==> src/rtl/uart_boot_loader.sv <==
// UART boot loader: packs received bytes into little-endian words, writes them to
// instruction memory and releases the CPU reset once the image is in. Optional checksum: UART_BOOT_CHECKSUM_EN.
module uart_boot_loader #(
   parameter int unsigned       ADDR_W    = 32,
   parameter logic [ADDR_W-1:0] BASE_ADDR = '0,
   parameter int unsigned       MAX_WORDS = 1024
) (
   input  logic              clk_i,
   input  logic              rst_i,
   input  logic [7:0]        byte_in_i,
   input  logic              byte_ready_i,
   input  logic              restart_i,
   output logic              mem_we_o,
   output logic [ADDR_W-1:0] mem_addr_o,
   output logic [31:0]       mem_wdata_o,
   output logic              busy_o,
   output logic              done_o,
   output logic              error_o,
   output logic              cpu_rst_n_o,
   output logic [15:0]       words_done_o
);

   // state    | meaning
   // S_LEN_LO | waiting for word count low byte
   // S_LEN_HI | waiting for word count high byte
   // S_DATA   | collecting data bytes, one write per 4 bytes
   // S_CHK    | waiting for checksum byte (checksum build only)
   // S_DONE   | image loaded, CPU released
   // S_ERR    | bad length or checksum, CPU held in reset
   typedef enum logic [2:0] {
      S_LEN_LO,
      S_LEN_HI,
      S_DATA,
`ifdef UART_BOOT_CHECKSUM_EN
      S_CHK,
`endif
      S_DONE,
      S_ERR
   } state_t;

`ifdef UART_BOOT_CHECKSUM_EN
   localparam state_t S_LAST = S_CHK;
`else
   localparam state_t S_LAST = S_DONE;
`endif

   state_t            state_q, state_d;
   logic              br_q;
   logic [15:0]       len_q, len_d;
   logic [1:0]        idx_q, idx_d;
   logic [23:0]       buf_q, buf_d;
   logic              we_q, we_d;
   logic [31:0]       wdata_q, wdata_d;
   logic [ADDR_W-1:0] addr_q, addr_d;
   logic [15:0]       words_q, words_d;
   logic [15:0]       n_full;
   logic              acc;
`ifdef UART_BOOT_CHECKSUM_EN
   logic [7:0]        csum_q, csum_d;
`endif

   always_ff @(posedge clk_i) begin
      if (!rst_i) begin
         state_q <= S_LEN_LO;
         br_q    <= 1'b0;
         len_q   <= '0;
         idx_q   <= '0;
         buf_q   <= '0;
         we_q    <= 1'b0;
         wdata_q <= '0;
         addr_q  <= '0;
         words_q <= '0;
`ifdef UART_BOOT_CHECKSUM_EN
         csum_q  <= '0;
`endif
      end else begin
         state_q <= state_d;
         br_q    <= byte_ready_i;
         len_q   <= len_d;
         idx_q   <= idx_d;
         buf_q   <= buf_d;
         we_q    <= we_d;
         wdata_q <= wdata_d;
         addr_q  <= addr_d;
         words_q <= words_d;
`ifdef UART_BOOT_CHECKSUM_EN
         csum_q  <= csum_d;
`endif
      end
   end

   always_comb begin
      acc     = byte_ready_i & ~br_q;
      n_full  = {byte_in_i, len_q[7:0]};
      state_d = state_q;
      len_d   = len_q;
      idx_d   = idx_q;
      buf_d   = buf_q;
      we_d    = 1'b0;
      wdata_d = wdata_q;
      addr_d  = addr_q;
      words_d = words_q;
`ifdef UART_BOOT_CHECKSUM_EN
      csum_d  = csum_q;
`endif
      case (state_q)
         S_LEN_LO: begin
            if (acc) begin
               len_d[7:0] = byte_in_i;
               state_d    = S_LEN_HI;
            end
         end
         S_LEN_HI: begin
            if (acc) begin
               len_d = n_full;
               if (n_full == 16'd0)                state_d = S_LAST;
               else if (32'(n_full) > MAX_WORDS)   state_d = S_ERR;
               else                                state_d = S_DATA;
            end
         end
         S_DATA: begin
            if (acc) begin
`ifdef UART_BOOT_CHECKSUM_EN
               csum_d = csum_q + byte_in_i;
`endif
               idx_d = idx_q + 2'd1;
               case (idx_q)
                  2'd0: buf_d[7:0]   = byte_in_i;
                  2'd1: buf_d[15:8]  = byte_in_i;
                  2'd2: buf_d[23:16] = byte_in_i;
                  default: begin
                     // Fourth byte goes straight into the write data register.
                     we_d    = 1'b1;
                     wdata_d = {byte_in_i, buf_q};
                     addr_d  = BASE_ADDR + ADDR_W'({words_q, 2'b00});
                     words_d = words_q + 16'd1;
                     if (words_q + 16'd1 == len_q) state_d = S_LAST;
                  end
               endcase
            end
         end
`ifdef UART_BOOT_CHECKSUM_EN
         S_CHK: begin
            if (acc) state_d = (byte_in_i == csum_q) ? S_DONE : S_ERR;
         end
`endif
         S_DONE, S_ERR: begin
            if (restart_i) begin
               state_d = S_LEN_LO;
               words_d = '0;
               idx_d   = '0;
`ifdef UART_BOOT_CHECKSUM_EN
               csum_d  = '0;
`endif
            end
         end
         default: state_d = S_LEN_LO;
      endcase
   end

   assign mem_we_o     = we_q;
   assign mem_addr_o   = addr_q;
   assign mem_wdata_o  = wdata_q;
   assign words_done_o = words_q;
   assign done_o       = (state_q == S_DONE);
   assign error_o      = (state_q == S_ERR);
   assign cpu_rst_n_o  = (state_q == S_DONE);
`ifdef UART_BOOT_CHECKSUM_EN
   assign busy_o = (state_q == S_LEN_HI) || (state_q == S_DATA) || (state_q == S_CHK);
`else
   assign busy_o = (state_q == S_LEN_HI) || (state_q == S_DATA);
`endif

endmodule

==> config.mk <==
export PLATFORM = sky130hd
export DESIGN_NAME = uart_boot_loader
export DESIGN_NICKNAME = d
export VERILOG_FILES = /design/src/rtl/uart_boot_loader.sv
export SDC_FILE = /design/constraint.sdc
export NUM_CORES = 1
export LEC_CHECK = 0
export BUFFER_PORTS_ARGS = -buffer_cell sky130_fd_sc_hd__buf_2
export CORE_ASPECT_RATIO = 0.7
export CORE_UTILIZATION = 44
export DETAILED_ROUTE_END_ITERATION = 7
export PLACE_DENSITY = 0.66
export SLEW_MARGIN = 0
export SYNTH_ARGS = -nofsm -noshare
export SYNTH_HDL_FRONTEND = slang
export SYNTH_SLANG_ARGS = --single-unit
==> constraint.sdc <==
create_clock -name clk_i -period 3 [get_ports clk_i]
set_input_delay 0.15 -clock clk_i [delete_from_list [all_inputs] [get_ports clk_i]]
set_output_delay 0.15 -clock clk_i [all_outputs]
set_load 0.02 [all_outputs]
==> results of run 1 <==
critical path, stage by stage, from the launching register on:
cell and delay [ns]:
dfxtp_1 0.47, ha_1 0.39, nand3_1 0.26, nor3_4 0.30, mux2_1 0.36, mux2i_1 0.16
nor4_1 0.08, a41oi_1 0.25, mux2i_1 0.21
power by group:
part	switching, W	total, W	internal, W
Clock	0.000529	0.00120	0.000671
Sequential	0.0000252	0.00151	0.00149
Combinational	0.000137	0.000200	0.0000631
path summary, 6_finish.rpt:
kind                    end       startpoint  slack (ns)  cells past startpoint
max reg2reg      state_q[0]  words_done_o[1]        0.45                      8
min                    br_q     byte_ready_i        0.03                      2
min reg2reg  mem_addr_o[15]   mem_addr_o[15]        0.45                      2
max              state_q[0]  words_done_o[1]        0.45                      8
layer usage:
layer	wire length (um)	track usage (%)
met5	0	0
met4	144	6.20
met3	698	4.54
met2	5670	34.4
met1	6410	32.7
synth_stat cells (6+ instances only):
cell | n | area (um2)
a21oi_1 | 115 | 576
buf_2 | 12 | 60.1
buf_4 | 19 | 143
clkbuf_1 | 35 | 131
dfxtp_1 | 111 | 2220
nand2_1 | 162 | 608
nand3_1 | 48 | 240
nor2_1 | 20 | 75.1
nor2b_1 | 6 | 37.5
nor3_1 | 13 | 65.1
nor3b_1 | 6 | 45.0
o21ai_0 | 13 | 65.1
xnor2_1 | 13 | 114
xor2_1 | 6 | 52.6
final cells by class:
type / instances / area, um2 / share of cell area (%)
clock buffers: 11 / 243 / 4.23
clock inverters: 4 / 52.6 / 0.917
inverters: 6 / 23.8 / 0.415
multi-input cells: 485 / 2520 / 43.9
flip-flops and latches: 111 / 2220 / 38.8
well taps: 153 / 191 / 3.34
repair buffers: 91 / 483 / 8.43
stage by stage:
stage | setup WS (ns) | area (um2) | hold slack (ns)
detailed placement | 0.463 | 5440 | 0.379
CTS | 0.443 | 5730 | 0.0276
finish | 0.452 | 5730 | 0.0330
global placement | 0.624 | 5440 | 0.382
global route | 0.260 | 5730 | 0.0352
floorplan | 0.628 | 5090 | 0.272
logic make-up (layout without fill, tap and decap cells):
kind of cell    Yosys count  count (layout)  share of synthesized area (%)
mux                       4               4                          0.820
fa+ha+maj                 5               5                           1.24
other cells               1              16                         0.0744
buf+inv                  74             112                           7.23
simple gates            292             292                           27.2
compound gates          149             149                           16.0
flops                   111             111                           44.1
xor+xnor                 19              19                           3.30
cells in the final DEF (no fill, tap or decap), drive strengths merged, types with 2 or more instances in the layout:
master  synthesis  routed
o41ai           2       2
o21ai          14      14
inv             6       7
o211a           2       2
buf            33      91
clkbuf         35      11
conb            1      16
ha              5       5
xnor2          13      13
mux2i           3       3
nor3           15      15
nor2b           6       6
and4            2       2
nand2b          2       2
nand3b          3       3
nand3          49      49
nor2           20      20
and3            7       7
nor3b           6       6
nor4            7       7
nand2         162     162
or2             2       2
clkinv          0       2
dfxtp         111     111
and2            2       2
xor2            6       6
a21oi         115     115
a31oi           5       5
or4             2       2
a32oi           2       2
a22oi           2       2
nand4           6       6
flip-flops by register name (all words and copies together), names as in the netlist, 2 cells and up:
| signal | flops |
|---|---|
| buf_q | 24 |
| idx_q | 2 |
| len_q | 16 |
| mem_addr_o | 16 |
| mem_wdata_o | 32 |
| state_q | 3 |
| words_done_o | 16 |
==> results.md, run 1 <==
- Starting Density: 45.4%
- Post-CTS Hold Fix Bufs: 0
- Power Total: 0.00291 W
- Die Height: 91.5 um
- Pin count of the biggest net entering global routing: 58
- Die area: 11900 um2
- Netlist Area Pre-Place: 5040 um2
- P_leak: 2.27 nW
- Fin. max-slew vios: 0
- IO Port Bufs: 80
- Hold Violations, Final: 0
- P per Cell Area: 509 nW/um2
- Worst-Skew Late Latency: 0.35 ns
- Tcrit/Tclk final: 84.9%
- Syn_area_per_cell: 7.69 um2
- Post-CTS resize count: 0
- Number of synthesized register bits: 111
- Rel. slew slack: 49.7%
- Register area share after synthesis: 44.1%
- Clk pin slew, worst setup/hold paths: 0.07 ns
- 1st-pass router iterations: 5
- Via count: 4606
- CP max FO: 8
- Post-synth EDFFs: 0
- Post-route DRC: 0
- CP required: 3.28 ns
- Final setup viols: 0
- Worst Path Arrival: 2.82 ns
- Startpoint Class: flip-flop
- Via/cell ratio: 5.35
- Sink Count: 111
- Vias in the first global route: 4151
- # rows: 32
- Clock Path Buffers: 2
- DRT iter0 DRCs: 282
- CORE AREA: 11100 um2
- Top FF cell, synth: dfxtp_1
- Non-filler instance count after layout: 861
- Num ports: 97
- Total Neg Setup Slack: 0 ns
- CTS Buf Count: 9
- Gr ovfl total: 0
- CTS root buffer: clkbuf_16
- Layout Nets: 721
- Cells after synthesis: 655
- Gpl congestion: 0.854
- Max Cap Viol: 0
- Final WL: 12.9 mm
- CTS tree: yes
- Least-Margin Pin Slew: 0.755 ns
- Die W: 130 um
- Layout Utilization: 51.7%
- Setup repair bufs after CTS: 0
- Htree depth: 3
- GRT Total Usage: 22.8%
- FMAX: 392 MHz
- Layout Skew: 0.0102 ns
- Worst Path Class, Setup: flip-flop to flip-flop
- Filler cells: 1109
- RSZ-0062 raised after global routing: false
- First-pass GRT wire length: 21.0 mm
- HP Class: primary input to flip-flop
- Antenna violations before repair: 0
- Netlist cell types: 50
- CP Capture Type: flip-flop
- Outcome: complete, no violations
- VDD IR max: 0.000303 V
- Cells after DPL: 846
- Post-synthesis async set-or-reset flop share: 0%
- Area grow syn2layout: 13.8%
- Final min period: 2.55 ns
- Placed wire-length estimate: 8.82 mm
- Synthesis Warnings: 0
- Post-DRT Antenna Nets: 0
- Drt wl/cell: 15.0 um
- Number of diodes: 0
- Layout cell share with drive strength beyond 1: 16.9%
Note: power is estimated with default switching activity, not from simulation.
==> run 2: changes to the inputs <==
clock period = 2.5 ns   (was 3 ns; I/O delays follow)
==> results.md, run 2 (synthesized netlist as in run 1, its figures left out) <==
- Fin. max-slew vios: 0 (unchanged)
- Via count: 4647 (was 4606)
- # rows: 32 (unchanged)
- Via/cell ratio: 5.33 (was 5.35)
- Sink Count: 111 (unchanged)
- Htree depth: 3 (unchanged)
- IO Port Bufs: 80 (unchanged)
- Post-DRT Antenna Nets: 0 (unchanged)
- Worst-Skew Late Latency: 0.35 ns (about the same)
- Final min period: 2.27 ns (was 2.55 ns)
- RSZ-0062 raised after global routing: false (unchanged)
- Hold Slack: 0.0150 ns (was 0.0330 ns)
- Worst Path Class, Setup: flip-flop to flip-flop (unchanged)
- Startpoint Class: flip-flop (unchanged)
- Max Cap Viol: 0 (unchanged)
- Vias in the first global route: 4143 (was 4151)
- CTS Buf Count: 9 (unchanged)
- Final setup viols: 0 (unchanged)
- Tcrit/Tclk final: 90.8% (was 84.9%)
- Starting Density: 45.4% (unchanged)
- HP Class: primary input to flip-flop (unchanged)
- Total Neg Setup Slack: 0 ns (unchanged)
- CTS tree: yes (unchanged)
- Pin count of the biggest net entering global routing: 57 (was 58)
- Placed wire-length estimate: 8.84 mm (was 8.82 mm)
- Placed inst area: 5510 um2 (was 5440 um2)
- Path depth of the worst reg2reg path: 8 (unchanged)
- Gr ovfl total: 0 (unchanged)
- Worst Path Arrival: 2.50 ns (was 2.82 ns)
- Layout Skew: 0.00825 ns (was 0.0102 ns)
- FMAX: 441 MHz (was 392 MHz)
- Antenna violations before repair: 0 (unchanged)
- Number of diodes: 0 (unchanged)
- Gpl congestion: 0.913 (was 0.854)
- Drt wl/cell: 14.8 um (was 15.0 um)
- Commonest non-fill, non-tap cell in the layout: nand2_1 (unchanged)
- Layout cell share with drive strength beyond 1: 18.5% (was 16.9%)
- Outcome: complete, no violations (unchanged)
- Crit-path cells: buf_4, nand4_4, nor3_2, and3_1, xnor2_1, nor4_2, a41oi_1, mux2i_1 (was ha_1, nand3_1, nor3_4, mux2_1, mux2i_1, nor4_1, a41oi_1, mux2i_1)
- Num ports: 97 (unchanged)
- CP required: 2.74 ns (was 3.28 ns)
- Die W: 130 um (unchanged)
- Clk pin slew, worst setup/hold paths: 0.08 ns (was 0.07 ns)
- Hold Violations, Final: 0 (unchanged)
- Worst path max stage delay: 0.50 ns (was 0.47 ns)
- 1st-pass router iterations: 5 (unchanged)
- Final WL: 12.9 mm (about the same)
- CP Capture Type: flip-flop (unchanged)
- Area grow syn2layout: 16.0% (was 13.8%)
- Post-route DRC: 0 (unchanged)
- Post-Layout Inst Area: 5850 um2 (was 5730 um2)
- CORE AREA: 11100 um2 (unchanged)
- P_leak: 2.33 nW (was 2.27 nW)
- Crit-path slowest cell: dfxtp_1 (unchanged)
- WHS Path Cells: 2 (unchanged)
- GRT Total Usage: 23.0% (was 22.8%)
- DRT iter0 DRCs: 313 (was 282)
- Post-CTS Hold Fix Bufs: 0 (unchanged)
- Most frequent cells in the layout: nand2_1 (160), a21oi_1 (115), dfxtp_1 (111) (was nand2_1 (161), a21oi_1 (115), dfxtp_1 (111))
- Largest register FFs: 32 (unchanged)
- CP max FO: 8 (unchanged)
- P per Cell Area: 621 nW/um2 (was 509 nW/um2)
- Least-Margin Pin Slew: 0.621 ns (was 0.755 ns)
- First-pass GRT wire length: 21.4 mm (was 21.0 mm)
- Die area: 11900 um2 (unchanged)
- Die Height: 91.5 um (unchanged)
- Clock Path Buffers: 2 (unchanged)
- Layout Nets: 731 (was 721)
- Rel. slew slack: 58.0% (was 49.7%)
- VDD IR max: 0.000334 V (was 0.000303 V)
- CTS root buffer: clkbuf_16 (unchanged)
[run 2: cell count changes in the layout (fill, tap and decap cells not counted), sizes merged]
cell      previous run  this run
buf                 91       101
bufinv               1         2
clkbuf              11         9
clkinv               2         4
clkinvlp             0         1
inv                  7         6
[run 2: area by class of cell]
class / count / area, um2
Fill cell: 1058 / 5250
Multi-Input combinational cell: 485 / 2520
Sequential cell: 111 / 2220
Timing Repair Buffer: 101 / 558
Clock buffer: 9 / 225
Tap cell: 153 / 191
Clock inverter: 7 / 106
Inverter: 6 / 23.8
[run 2: per-stage QoR]
| stage | total power (W) | setup slack (ns) | instances | util, % |
|---|---|---|---|---|
| floorplan | 0.00204 | 0.128 | 670 | - |
| global placement | 0.00209 | 0.353 | 856 | 49.7 |
| detailed placement | 0.00210 | 0.228 | 856 | 49.7 |
| CTS | 0.00366 | 0.240 | 872 | 52.7 |
| global route | 0.00376 | 0.0178 | 872 | 52.7 |
| finish | 0.00363 | 0.231 | 872 | 52.7 |
[run 2: where the power goes]
part / switching, W / internal, W
combinational: 0.000166 / 0.0000780
sequential: 0.0000292 / 0.00179
clock: 0.000679 / 0.000891
total: 0.000874 / 0.00276
[run 2: timing repair]
action                                  4_1_cts  5_1_grt
setup buffers                                 0        0
gates resized for setup                       0        1
endpoints found under the setup margin        0        3
[run 2: path summary, 6_finish.rpt]
kind               endpoint  slack [ns]            start
max              state_q[0]        0.23  words_done_o[3]
min                    br_q        0.02     byte_ready_i
max reg2reg      state_q[0]        0.23  words_done_o[3]
min reg2reg  mem_addr_o[11]        0.45   mem_addr_o[11]
[run 2: critical path, delay by kind of cell (launching register included)]
| family | cells | cell delay [ns] |
|---|---|---|
| AOI/OAI and AO/OA | 1 | 0.16 |
| DFF | 1 | 0.50 |
| muxes | 1 | 0.17 |
| and+or+nand+nor | 4 | 1.00 |
| xor gates and xnor gates | 1 | 0.11 |
| buffers and inverters | 1 | 0.22 |
[run 2: per-layer routing]
layer	share of wire, %	routed length, um	GRT usage (%)
met1	50	6450	34.2
met2	44	5640	33.8
met3	4.9	627	4.12
met4	1.3	164	6.30
met5	0	0	0
==> run 3: changes to the inputs <==
clock period = 2.2 ns   (was 2.5 ns; I/O delays follow)
==> results.md, run 3 (synthesized netlist as in run 1, its figures left out) <==
- Outcome: complete, no violations (unchanged)
- Max Cap Viol: 0 (unchanged)
- IO Port Bufs: 80 (unchanged)
- Die area: 11900 um2 (unchanged)
- # rows: 32 (unchanged)
- Die W: 130 um (unchanged)
- Worst path max stage delay: 0.50 ns (about the same)
- Hold Violations, Final: 0 (unchanged)
- Crit-path cells: ha_1, and3_4, and3_4, xnor2_1, or4_1, nor4_2, a41oi_1, mux2i_1 (was buf_4, nand4_4, nor3_2, and3_1, xnor2_1, nor4_2, a41oi_1, mux2i_1)
- Worst Path Class, Setup: flip-flop to flip-flop (unchanged)
- Fin. max-slew vios: 0 (unchanged)
- DRT iter0 DRCs: 434 (was 313)
- Commonest non-fill, non-tap cell in the layout: nand2_1 (unchanged)
- Clk pin slew, worst setup/hold paths: 0.07 ns (was 0.08 ns)
- Hold Slack: 0.0751 ns (was 0.0150 ns)
- Layout cell share with drive strength beyond 1: 21.3% (was 18.5%)
- Post-route DRC: 0 (unchanged)
- Htree depth: 3 (unchanged)
- CORE AREA: 11100 um2 (unchanged)
- Placed wire-length estimate: 9.01 mm (was 8.84 mm)
- Die Height: 91.5 um (unchanged)
- Tcrit/Tclk final: 99.1% (was 90.8%)
- Area grow syn2layout: 19.3% (was 16.0%)
- CP Capture Type: flip-flop (unchanged)
- Post-DRT Antenna Nets: 0 (unchanged)
- First-pass GRT wire length: 21.4 mm (about the same)
- Antenna violations before repair: 0 (unchanged)
- Starting Density: 45.4% (unchanged)
- GRT Total Usage: 23.4% (was 23.0%)
- CTS tree: yes (unchanged)
- Gpl congestion: 0.869 (was 0.913)
- Placed inst area: 5660 um2 (was 5510 um2)
- Sink Count: 111 (unchanged)
- Crit-path most repeated cell: and3_4
- CP max FO: 4 (was 8)
- Final min period: 2.18 ns (was 2.27 ns)
- Startpoint Class: flip-flop (unchanged)
- Final WL: 13.2 mm (was 12.9 mm)
- 1st-pass router iterations: 5 (unchanged)
- Via count: 4725 (was 4647)
- P per Cell Area: 672 nW/um2 (was 621 nW/um2)
- Worst-Skew Late Latency: 0.35 ns (about the same)
- Final setup viols: 0 (unchanged)
- Multi-input logic area: 2530 um2 (was 2520 um2)
- Cells after DPL: 872 (was 856)
- P_leak: 2.43 nW (was 2.33 nW)
- Number of diodes: 0 (unchanged)
- CTS Buf Count: 9 (unchanged)
- Most frequent cells in the layout: nand2_1 (161), a21oi_1 (115), dfxtp_1 (107) (was nand2_1 (160), a21oi_1 (115), dfxtp_1 (111))
- HP Class: primary input to flip-flop (unchanged)
- Crit-path slowest cell: or4_1 (was dfxtp_1)
- Post-Layout Inst Area: 6010 um2 (was 5850 um2)
- Drt wl/cell: 14.8 um (about the same)
- CTS root buffer: clkbuf_16 (unchanged)
- Via/cell ratio: 5.30 (was 5.33)
- Least-Margin Pin Slew: 0.578 ns (was 0.621 ns)
- Worst Path Arrival: 2.42 ns (was 2.50 ns)
- Largest register FFs: 32 (unchanged)
- Pin count of the biggest net entering global routing: 57 (unchanged)
- FMAX: 459 MHz (was 441 MHz)
- Layout Skew: 0.00788 ns (was 0.00825 ns)
- CP required: 2.44 ns (was 2.74 ns)
- RSZ-0062 raised after global routing: true (was false)
- Layout Nets: 750 (was 731)
- Filler cells: 1093 (was 1058)
- Rel. slew slack: 61.5% (was 58.0%)
- Non-filler instance count after layout: 891 (was 872)
- Num ports: 97 (unchanged)
- Gr ovfl total: 0 (unchanged)
- VDD IR max: 0.000456 V (was 0.000334 V)
- Vias in the first global route: 4132 (was 4143)
- Sequential cell area: 2230 um2 (was 2220 um2)
- Clock Path Buffers: 2 (unchanged)
-- run 3: worst max-delay path, delay by kind of cell (launching register included) --
| kind | cells | cell delay [ns] |
|---|---|---|
| xor+xnor | 1 | 0.11 |
| compound gates | 1 | 0.15 |
| mux | 1 | 0.16 |
| fa+ha+maj | 1 | 0.25 |
| simple gates | 4 | 1.06 |
| flops | 1 | 0.34 |
-- run 3: worst paths after layout --
check | slack (ns) | to | from | depth (start not counted)
max | 0.02 | state_q[0] | words_done_o[0] | 8
min | 0.08 | br_q | rst_i | 2
max reg2reg | 0.02 | state_q[0] | words_done_o[0] | 8
min reg2reg | 0.45 | mem_addr_o[15] | mem_addr_o[15] | 2
-- run 3: routing by layer --
| layer | up-vias | wire length, um | part of all wire [%] | GRT usage, % |
|---|---|---|---|---|
| met5 | - | 0 | 0 | 0 |
| met4 | 0 | 123 | 0.93 | 6.98 |
| met3 | 9 | 809 | 6.1 | 5.48 |
| met2 | 161 | 5770 | 44 | 33.6 |
| met1 | 2200 | 6480 | 49 | 34.2 |
| li1 | 2355 | - | - | - |
-- run 3: area by class of cell --
class | instances | share of cell area [%]
clock buffer | 9 | 3.75
clock inverter | 7 | 1.31
inverter | 6 | 0.396
multi-input combinational | 485 | 42.1
sequential | 111 | 37.1
tap | 153 | 3.19
timing repair buffer | 120 | 12.1
-- run 3: per-stage QoR --
stage	power, W	setup TNS (ns)	setup WS (ns)	util (%)
global placement	0.00239	0	0.0839	51.0
finish	0.00404	0	0.0202	54.2
detailed placement	0.00240	0	0.0163	51.0
floorplan	0.00231	0	0.00636	-
CTS	0.00407	0	0.0101	53.9
global route	0.00420	-0.0672	-0.0672	54.2
-- run 3: timing repair --
item | CTS | global route
endpoints found under the hold margin | 1 | 0
gates resized for setup | 0 | 5
setup endpoints to repair | 0 | 1
hold buffers | 1 | 0
buffers inserted | 0 | 2
-- run 3: power by group --
| group | switching [W] | internal [W] | total [W] |
|---|---|---|---|
| combinational | 0.000201 | 0.000104 | 0.000305 |
| sequential | 0.0000256 | 0.00203 | 0.00205 |
| clock | 0.000784 | 0.000898 | 0.00168 |
| total | 0.00101 | 0.00303 | 0.00404 |
